===== src/rtl/multi_voice_sound.sv =====
// Multi-voice square-wave sound generator.
// Each voice has a writable step pattern, a linear-decay envelope that is
// retriggered on note start, and a half-period tone counter clocked by
// scanlines. The enabled voices are summed and rendered as a 1-bit PWM
// pulse whose width grows with the mixed amplitude, measured in pixels
// from X_PWM_START on each scanline.
module multi_voice_sound #(
  parameter int NUM_VOICES      = 2,
  parameter int STEPS           = 16,
  parameter int DIV_W           = 8,
  parameter int ENV_W           = 5,
  parameter int DECAY           = 4,
  parameter int FRAMES_PER_STEP = 8,
  parameter int X_PWM_START     = 256,
  parameter int PWM_SHIFT       = 3,
  localparam int VW = (NUM_VOICES > 1) ? $clog2(NUM_VOICES) : 1,
  localparam int SW = (STEPS > 1) ? $clog2(STEPS) : 1
) (
  input  logic                  clk,
  input  logic                  rst_n,
  input  logic [9:0]            x,
  input  logic                  new_frame,
  input  logic                  enable,
  input  logic [NUM_VOICES-1:0] mute,
  input  logic                  cfg_we,
  input  logic [VW-1:0]         cfg_voice,
  input  logic [SW-1:0]         cfg_step,
  input  logic [DIV_W-1:0]      cfg_period,
  output logic                  sound,
  output logic [SW-1:0]         step,
  output logic [NUM_VOICES-1:0] voice_active
);

  localparam int FW    = (FRAMES_PER_STEP > 1) ? $clog2(FRAMES_PER_STEP) : 1;
  localparam int AMP_W = ENV_W + $clog2(NUM_VOICES) + 1;

  localparam logic [FW-1:0]    FRAME_LAST = FW'(FRAMES_PER_STEP - 1);
  localparam logic [ENV_W-1:0] ENV_MAX    = {ENV_W{1'b1}};
  localparam logic [31:0]      DECAY_U    = 32'(DECAY);
  localparam logic [31:0]      XS_U       = 32'(X_PWM_START);

  logic [FW-1:0] frame_q, frame_d;
  logic [SW-1:0] step_q, step_d;
  logic          adv;

  logic [NUM_VOICES-1:0][ENV_W-1:0] contrib;
  logic [NUM_VOICES-1:0]            va_d;
  logic [NUM_VOICES-1:0]            va_q;

  logic [AMP_W-1:0] amp;
  logic [31:0]      pw;
  logic [31:0]      x_ext;
  logic             sound_d;
  logic             sound_q;

  // Frame counter and step sequencer; a step advance happens on the frame
  // that wraps the frame counter.
  always_comb begin
    frame_d = frame_q;
    step_d  = step_q;
    adv     = 1'b0;
    if (enable && new_frame) begin
      if (frame_q == FRAME_LAST) begin
        frame_d = '0;
        step_d  = step_q + SW'(1);
        adv     = 1'b1;
      end else begin
        frame_d = frame_q + FW'(1);
      end
    end
  end

  for (genvar gi = 0; gi < NUM_VOICES; gi++) begin : g_voice
    logic [DIV_W-1:0] pat_q [STEPS];
    logic [DIV_W-1:0] period_q, period_d;
    logic [DIV_W-1:0] cnt_q, cnt_d;
    logic [ENV_W-1:0] env_q, env_d;
    logic             phase_q, phase_d;

    // Tone divider per scanline, note latch on step advance, envelope decay
    // on plain frames (a retrigger takes precedence over decay).
    always_comb begin
      period_d = period_q;
      env_d    = env_q;
      cnt_d    = cnt_q;
      phase_d  = phase_q;
      if (enable && x == 10'd0) begin
        if (period_q == '0) begin
          cnt_d   = '0;
          phase_d = 1'b0;
        end else if (cnt_q >= period_q - DIV_W'(1)) begin
          cnt_d   = '0;
          phase_d = ~phase_q;
        end else begin
          cnt_d = cnt_q + DIV_W'(1);
        end
      end
      if (adv) begin
        period_d = pat_q[step_d];
        if (period_d != '0) env_d = ENV_MAX;
      end else if (enable && new_frame) begin
        if (32'(env_q) > DECAY_U) env_d = env_q - ENV_W'(DECAY_U);
        else                      env_d = '0;
      end
    end

    // Voice state and pattern storage; the load above reads the old entry,
    // so a same-cycle write only shows up on the next visit to that step.
    always_ff @(posedge clk) begin
      if (!rst_n) begin
        period_q <= '0;
        env_q    <= '0;
        cnt_q    <= '0;
        phase_q  <= 1'b0;
        for (int s = 0; s < STEPS; s++) pat_q[s] <= '0;
      end else begin
        period_q <= period_d;
        env_q    <= env_d;
        cnt_q    <= cnt_d;
        phase_q  <= phase_d;
        if (cfg_we && cfg_voice == VW'(gi)) pat_q[cfg_step] <= cfg_period;
      end
    end

    assign contrib[gi] = (phase_q && !mute[gi] && period_q != '0) ? env_q : '0;
    assign va_d[gi]    = (env_d != '0) && (period_d != '0);
  end

  // Sum the audible voices; the accumulator is wide enough to never overflow.
  always_comb begin
    amp = '0;
    for (int v = 0; v < NUM_VOICES; v++) amp = amp + AMP_W'(contrib[v]);
  end

  // Pulse compare is done at 32 bits so a wide pulse clips at line end
  // instead of wrapping.
  assign pw      = 32'(amp) << PWM_SHIFT;
  assign x_ext   = 32'(x);
  assign sound_d = enable && (x_ext >= XS_U) && ((x_ext - XS_U) < pw);

  // Sequencer state and registered outputs.
  always_ff @(posedge clk) begin
    if (!rst_n) begin
      frame_q <= '0;
      step_q  <= '0;
      sound_q <= 1'b0;
      va_q    <= '0;
    end else begin
      frame_q <= frame_d;
      step_q  <= step_d;
      sound_q <= sound_d;
      va_q    <= va_d;
    end
  end

  assign sound        = sound_q;
  assign step         = step_q;
  assign voice_active = va_q;

endmodule

===== config.mk =====
export PLATFORM = sky130hd
export DESIGN_NAME = multi_voice_sound
export DESIGN_NICKNAME = d
export VERILOG_FILES = /design/src/rtl/multi_voice_sound.sv
export SDC_FILE = /design/constraint.sdc
export NUM_CORES = 1
export LEC_CHECK = 0
export ABC_AREA = 1
export BUFFER_PORTS_ARGS = -buffer_cell sky130_fd_sc_hd__clkbuf_2
export CORE_MARGIN = 2
export CORE_UTILIZATION = 40
export CTS_CLUSTER_DIAMETER = 150
export DETAILED_ROUTE_END_ITERATION = 10
export GPL_TIMING_DRIVEN = 0
export RECOVER_POWER = 25
export SLEW_MARGIN = 20
export SYNTH_ARGS = -nofsm -noshare
export SYNTH_HDL_FRONTEND = slang
export SYNTH_SLANG_ARGS = --single-unit

===== constraint.sdc =====
create_clock -name clk -period 2.58 [get_ports clk]
set_input_delay 0.258 -clock clk [delete_from_list [all_inputs] [get_ports clk]]
set_output_delay 0.258 -clock clk [all_outputs]
set_load 0.05 [all_outputs]

# Yosys cells after proc, flatten, opt, wreduce, memory -nomap -nowiden
# Memory sizes are Yosys's and may differ from the RTL's.
# Cells that the tools add are included.
# totals
mem_count	2
output_inout_bits	7
input_bits	30
ff_bits	54
ramBits	256
# op_classes
magnitude_cmp	6
n_eq_ne	1
n_addsub	10
n_mux	38
bitwise_logic	3
reduce_logical	31
# memory_table
memory	depth	word_bits	rd	rd_ports_with_merged_regs	wr	line_no	source
g_voice[0].pat_q	16	8	1	0	16	74	logic [DIV_W-1:0] pat_q [STEPS];
g_voice[1].pat_q	16	8	1	0	16	74	
# ops
operator	count
8-bit 2-to-1 mux	8
5-bit 2-to-1 mux	10
8-bit nonzero test	6
32-bit by 9-bit < comparator with 1-bit output	1
8-bit by 1-bit adder with 8-bit output (second input constant)	2
8-bit >= comparator	2
8-bit logical NOT	2
4-bit 2-to-1 mux	4
8-bit OR reduction	2
8-bit by 1-bit subtractor with 8-bit output (second input constant)	2
1-bit 2-to-1 mux	15
1-bit logical AND	12
10-bit by 9-bit subtractor with 11-bit output (second input constant)	1
10-bit by 9-bit >= comparator with 1-bit output (second input constant)	1
5-bit by 3-bit greater-than comparator with 1-bit output (second input constant)	2
10-bit logical NOT	1
5-bit nonzero test	2
5-bit by 3-bit subtractor with 5-bit output (second input constant)	2
5-bit by 5-bit adder with 6-bit output	1
4-bit by 1-bit adder with 4-bit output (second input constant)	1
2-bit AND reduction	2
2-bit nonzero test	2
3-bit by 1-bit adder with 3-bit output (second input constant)	1
3-bit equality test (second input constant)	1
3 further kinds	6

# Logic depth before layout (Yosys ltp)
# An unclocked memory read counts as a cell.
# depth
word_depth	9
mapped_depth	20

# Worst setup path after synthesis
# Ideal clock, no wire load.
# synth_path
path_type	register to register
startpoint	register g_voice[0].period_q[0]
endpoint	register sound_q (netlist: sound)
period_less_slack_ns	2.635
stages_incl_launch_ff	19
required_time_ns	2.510
n_path_buf	0
setup_slack_ns	-0.055
setup_time_ns	0.070
t_arrival_ns	2.565
path_cell_list	dfxtp_1 -> inv_1 -> ha_1 -> nand4_1 -> inv_1 -> nor3_1 -> inv_1 -> nor2_1 -> ha_1 -> inv_1 -> fa_1 -> o221ai_1 -> xnor2_1 -> ha_1 -> nand2_1 -> inv_1 -> nand4_1 -> o211ai_1 -> a21oi_1
# synth_between
elab_chain_cells	6
# synth_rtl
item	line_no	source
start: declaration	75	logic [DIV_W-1:0] period_q, period_d;
start signal: assignment	117	period_q <= period_d;
8-bit nonzero test	125	assign contrib[gi] = (phase_q && !mute[gi] && period_q != '0) ? env_q : '0;
1-bit logical AND	125	
5-bit 2-to-1 mux	125	
5-bit by 5-bit adder with 6-bit output	132	for (int v = 0; v < NUM_VOICES; v++) amp = amp + AMP_W'(contrib[v]);
32-bit by 9-bit < comparator with 1-bit output	139	assign sound_d = enable && (x_ext >= XS_U) && ((x_ext - XS_U) < pw);
1-bit logical AND	139	
end signal: assignment	151	sound_q <= sound_d;
end: declaration	54	logic sound_q;
# Every way passes these cells.
# A chain may end at the register's enable or synchronous reset.

# Worst setup path after layout
# layout_path
startpoint	register frame_q[0]
endpoint	register g_voice[1].env_q[1]
# layout_between
elab_chain_cells	7
word_cells_on_any_way	9
# layout_rtl
item	line_no	source
start: declaration	42	logic [FW-1:0] frame_q, frame_d;
start signal: assignment	149	frame_q <= frame_d;
3-bit equality test *	63	if (frame_q == FRAME_LAST) begin
4-bit 2-to-1 mux	63	
4-bit 2-to-1 mux	62	if (enable && new_frame) begin
memory read 16 x 8 bit	--	
8-bit nonzero test	100	if (period_d != '0) env_d = ENV_MAX;
5-bit 2-to-1 mux	100	
5-bit 2-to-1 mux *	98	if (adv) begin
end signal: assignment	118	env_q <= env_d;
end: declaration	77	logic [ENV_W-1:0] env_q, env_d;
# Every way passes the cells marked *; elsewhere a longest branch is shown, timed or not.

==> flow_metrics.tcl <==
set metrics [dict create \
    outcome "finished, violations left" \
    failed_checks "setup timing" \
    grt_overflow 0 \
    n_diodes 0 \
    design.portCount 37 \
    postLayoutCellArea_sq_mm 0.0208 \
    cts_root_buf "sky130_fd_sc_hd__clkbuf_16" \
    cts_num_sinks 310 \
    numCtsBuffers 37 \
    fill_cells 3593 \
    fin_cells 2608 \
    layout-drive-gt1-share_pct 20.0 \
    grt_start_max_net_pins 14 \
    rows 73 \
    rr_worst_depth 19 \
    first_iter_violations 1588 \
    fp.dieH_um 204 \
    synth.ff_latch_count 310 \
    cts.clk_slew.worst_paths_ns 0.06 \
    critical_path_required_ns 2.99 \
    drv_cap 0 \
    dominant_combinational_cell_family_by_area_after_synthesis "simple AND/OR/NAND/NOR gates" \
    tns_ns -4.98 \
    whs_path_depth 3 \
    netlist_area_sq_mm 0.0160 \
    timing.final.max_slew_violations 0 \
    finalClockSkew_ns 0.0209 \
    final.min_clock_period_ns 2.76 \
    drt-total-wl_mm 54.6 \
    insertion_delay_ns 0.57 \
    regToRegEndpoint "g_voice[1].env_q[1]" \
    synthMuxAreaShare_pct 0 \
    critPathLaunchType "register" \
    floorplan.die_area_sq_mm 0.0417 \
    grt_setup_unrepaired "true" \
    detailed_place_hpwl_mm 35.2 \
    final_clock_period_utilization_by_the_worst_path_pct 107 \
    port_buffers 34 \
    cts.htree.levels 2 \
    layout.cells.most_common "sky130_fd_sc_hd__nand2_1" \
    leakage_nw 9.26 \
    crit_path_max_fanout 5 \
    sequential_share_of_the_synthesized_area_pct 54.7 \
    synthAdderAreaFrac_pct 3.33 \
    route.antenna.remaining_nets 0 \
    pwr_density_cell_mw_per_mm2 572 \
    post_route_setup_slack_ns -0.177 \
    synthSimpleGateAreaFrac_pct 29.0 \
    place_congestion 0.962 \
    r2r_setup_slack_ns -0.18 \
    dieWidth_um 204 \
    maxSlewHeadroom_pct 27.8 \
    synthesis.nets 1978 \
    synth_top_cell_area_share_pct 48.0 \
    tritoncts "done" \
    synth_compound_gate_area_share_pct 1.91 \
    vias_per_cell 5.35 \
    initial_utilization_pct 40.4 \
    yosys.area_share.xor_xnor_pct 1.48 \
    cts_hold_fix_bufs 0 \
    core_sq_mm 0.0396 \
    timing.setup.critical_path_class "register to register" \
    synth_top_cells_by_area "sky130_fd_sc_hd__edfxtp_1, sky130_fd_sc_hd__nand2_1, sky130_fd_sc_hd__nand3_1" \
    wl_per_cell_um 20.9 \
    hold_class "primary input to register" \
    synth.avg_cell_area_sq_um 8.41 \
    grt_antenna_before_repair 0 \
    vdd.ir_drop.worst_v 0.000411 \
    first_global_vias 13300 \
    synth.lib_cells_used.distinct 37 \
    place_area_sq_mm 0.0169 \
    worst_hold_end "sound" \
    nets 2128 \
    vias 14000 \
    areaGrowthSynthToFinish_pct 29.9 \
    fin_util_pct 52.5 \
    dp_cells 2465 \
    groute.usage.overall_pct 25.3 \
    crit-reg2reg-launch "frame_q[0]" \
    endpoint_kind "register" \
    finalHoldViolations 0 \
    first_pass_iters 6 \
    hp-start "enable" \
    post-route-drc-count 0 \
    grt_pass1_wl_mm 78.0 \
    synthesis.yosys.warnings 0 \
    finalSetupViolCount 45 \
    critPathArrivalTime_ns 3.17 \
    achievable-frequency_ghz 0.363 \
    netlist_instances 1906 \
    synth.largest_area_cell "sky130_fd_sc_hd__edfxtp_1" \
    max_slew.worst_pin.slew_ns 1.08 \
    max-clock-path-buffers 3 \
    layout.cells.most_common_list "sky130_fd_sc_hd__nand2_1, sky130_fd_sc_hd__nor2_1, sky130_fd_sc_hd__inv_1" \
]
-- how the worst max path moves through the flow --
stage / slack, ns / endpoint / from / cells past startpoint
CTS: -0.21 / sound / g_voice[1].period_q[1] / 18
global placement: -0.82 / voice_active[1] / frame_q[0] / 17
floorplan: 0.01 / sound / g_voice[0].period_q[0] / 18
global route: -0.33 / sound / g_voice[0].period_q[1] / 18
finish: -0.18 / g_voice[1].env_q[1] / frame_q[0] / 19
detailed placement: -0.84 / voice_active[1] / frame_q[0] / 17
-- critical path, cell delays in order, from the launching register on --
cell and delay (ns):
sky130_fd_sc_hd__dfxtp_1 0.39, sky130_fd_sc_hd__ha_4 0.16, sky130_fd_sc_hd__ha_4 0.17, sky130_fd_sc_hd__buf_6 0.11, sky130_fd_sc_hd__inv_4 0.03, sky130_fd_sc_hd__nor2_4 0.13, sky130_fd_sc_hd__nand2_2 0.08, sky130_fd_sc_hd__nand2_4 0.14
sky130_fd_sc_hd__buf_12 0.18, sky130_fd_sc_hd__clkbuf_16 0.18, sky130_fd_sc_hd__nand2_1 0.05, sky130_fd_sc_hd__nand3_1 0.11, sky130_fd_sc_hd__nand3_2 0.12, sky130_fd_sc_hd__nand3_4 0.11, sky130_fd_sc_hd__nand2_2 0.06, sky130_fd_sc_hd__nor2_1 0.08
sky130_fd_sc_hd__nand2_1 0.09, sky130_fd_sc_hd__o21ai_4 0.20, sky130_fd_sc_hd__buf_6 0.16, sky130_fd_sc_hd__a21oi_2 0.05
-- layout make-up --
cell class,instances,area [sq um],area share [%]
repair buffers,113,1280,6.17
plain buffers,87,943,4.53
flip-flops and latches,310,8790,42.2
multi-input cells,1221,6790,32.6
clock inverters,21,256,1.23
clock buffers,45,987,4.74
inverters,286,1100,5.30
well taps,525,657,3.16
-- where the power goes --
group / leakage (nW) / switching [mW] / internal (mW)
registers: 2.88 / 0.0700 / 5.64
clock network: 0.608 / 2.19 / 3.25
logic: 5.77 / 0.544 / 0.204
-- cells in the mapped netlist --
library cell               instances
sky130_fd_sc_hd__nor3b_1           1
sky130_fd_sc_hd__o21ai_1           5
sky130_fd_sc_hd__clkbuf_1         41
sky130_fd_sc_hd__o221ai_1          1
sky130_fd_sc_hd__nand2_1         412
sky130_fd_sc_hd__nand3b_1         28
sky130_fd_sc_hd__buf_4            12
sky130_fd_sc_hd__inv_1           277
sky130_fd_sc_hd__inv_2             7
sky130_fd_sc_hd__nor2_4            1
sky130_fd_sc_hd__nand3_2           1
sky130_fd_sc_hd__o21ai_0          12
sky130_fd_sc_hd__xnor2_1           4
sky130_fd_sc_hd__o21ai_2           2
sky130_fd_sc_hd__dfxtp_1          54
sky130_fd_sc_hd__a221oi_1          1
sky130_fd_sc_hd__nor2_1          352
sky130_fd_sc_hd__a211oi_1          1
sky130_fd_sc_hd__buf_2            28
sky130_fd_sc_hd__nand4_2           1
sky130_fd_sc_hd__or2_2             3
sky130_fd_sc_hd__a21oi_1          26
sky130_fd_sc_hd__clkinv_1          2
sky130_fd_sc_hd__nor4_1            2
sky130_fd_sc_hd__o21a_1            2
sky130_fd_sc_hd__o211ai_1          2
sky130_fd_sc_hd__ha_1             41
sky130_fd_sc_hd__nand2_2           4
sky130_fd_sc_hd__nor3_1           10
sky130_fd_sc_hd__edfxtp_1        256
sky130_fd_sc_hd__nand4_1          14
sky130_fd_sc_hd__buf_1             4
sky130_fd_sc_hd__buf_6             5
sky130_fd_sc_hd__o22ai_1           3
sky130_fd_sc_hd__fa_1              1
sky130_fd_sc_hd__xor2_1           23
sky130_fd_sc_hd__nand3_1         267
-- routing by layer --
layer	wire [um]	track usage [%]
met5	58	0
met2	24700	40.8
met3	5650	6.46
met4	2390	9.68
met1	21800	32.6
-- kinds of logic after synthesis --
family                     count (synthesis)
adders and majority gates                 42
xor gates and xnor gates                  27
DFF                                      310
and+or+nand+nor                         1096
AOI/OAI and AO/OA                         55
buffers and inverters                    376
-- what timing repair did --
| item | CTS | global route |
|---|---|---|
| buffers inserted | 44 | 13 |
| hold endpoints to repair | 0 | 0 |
| endpoints found under the setup margin | 29 | 20 |
| gates resized for setup | 262 | 153 |
| gates cloned | 8 | 17 |
| pin swaps | 56 | 79 |
-- per-stage QoR --
step                setup WS (ns)  hold slack (ns)  power (mW)
global placement           -0.819            0.459        6.45
floorplan                  0.0146            0.399        6.20
detailed placement         -0.842            0.466        6.46
global route               -0.332           0.0917        12.2
CTS                        -0.207           0.0750        11.9
finish                     -0.177           0.0903        11.9
-- registers in the layout, summed over array words and instances (netlist names) --
name              flops
g_voice.env_q        10
g_voice.cnt_q        16
voice_active          2
frame_q               3
g_voice.period_q     16
step                  4
g_voice.phase_q       2
g_voice.pat_q       256
sound                 1
Note: power is estimated with default switching activity, not from simulation.
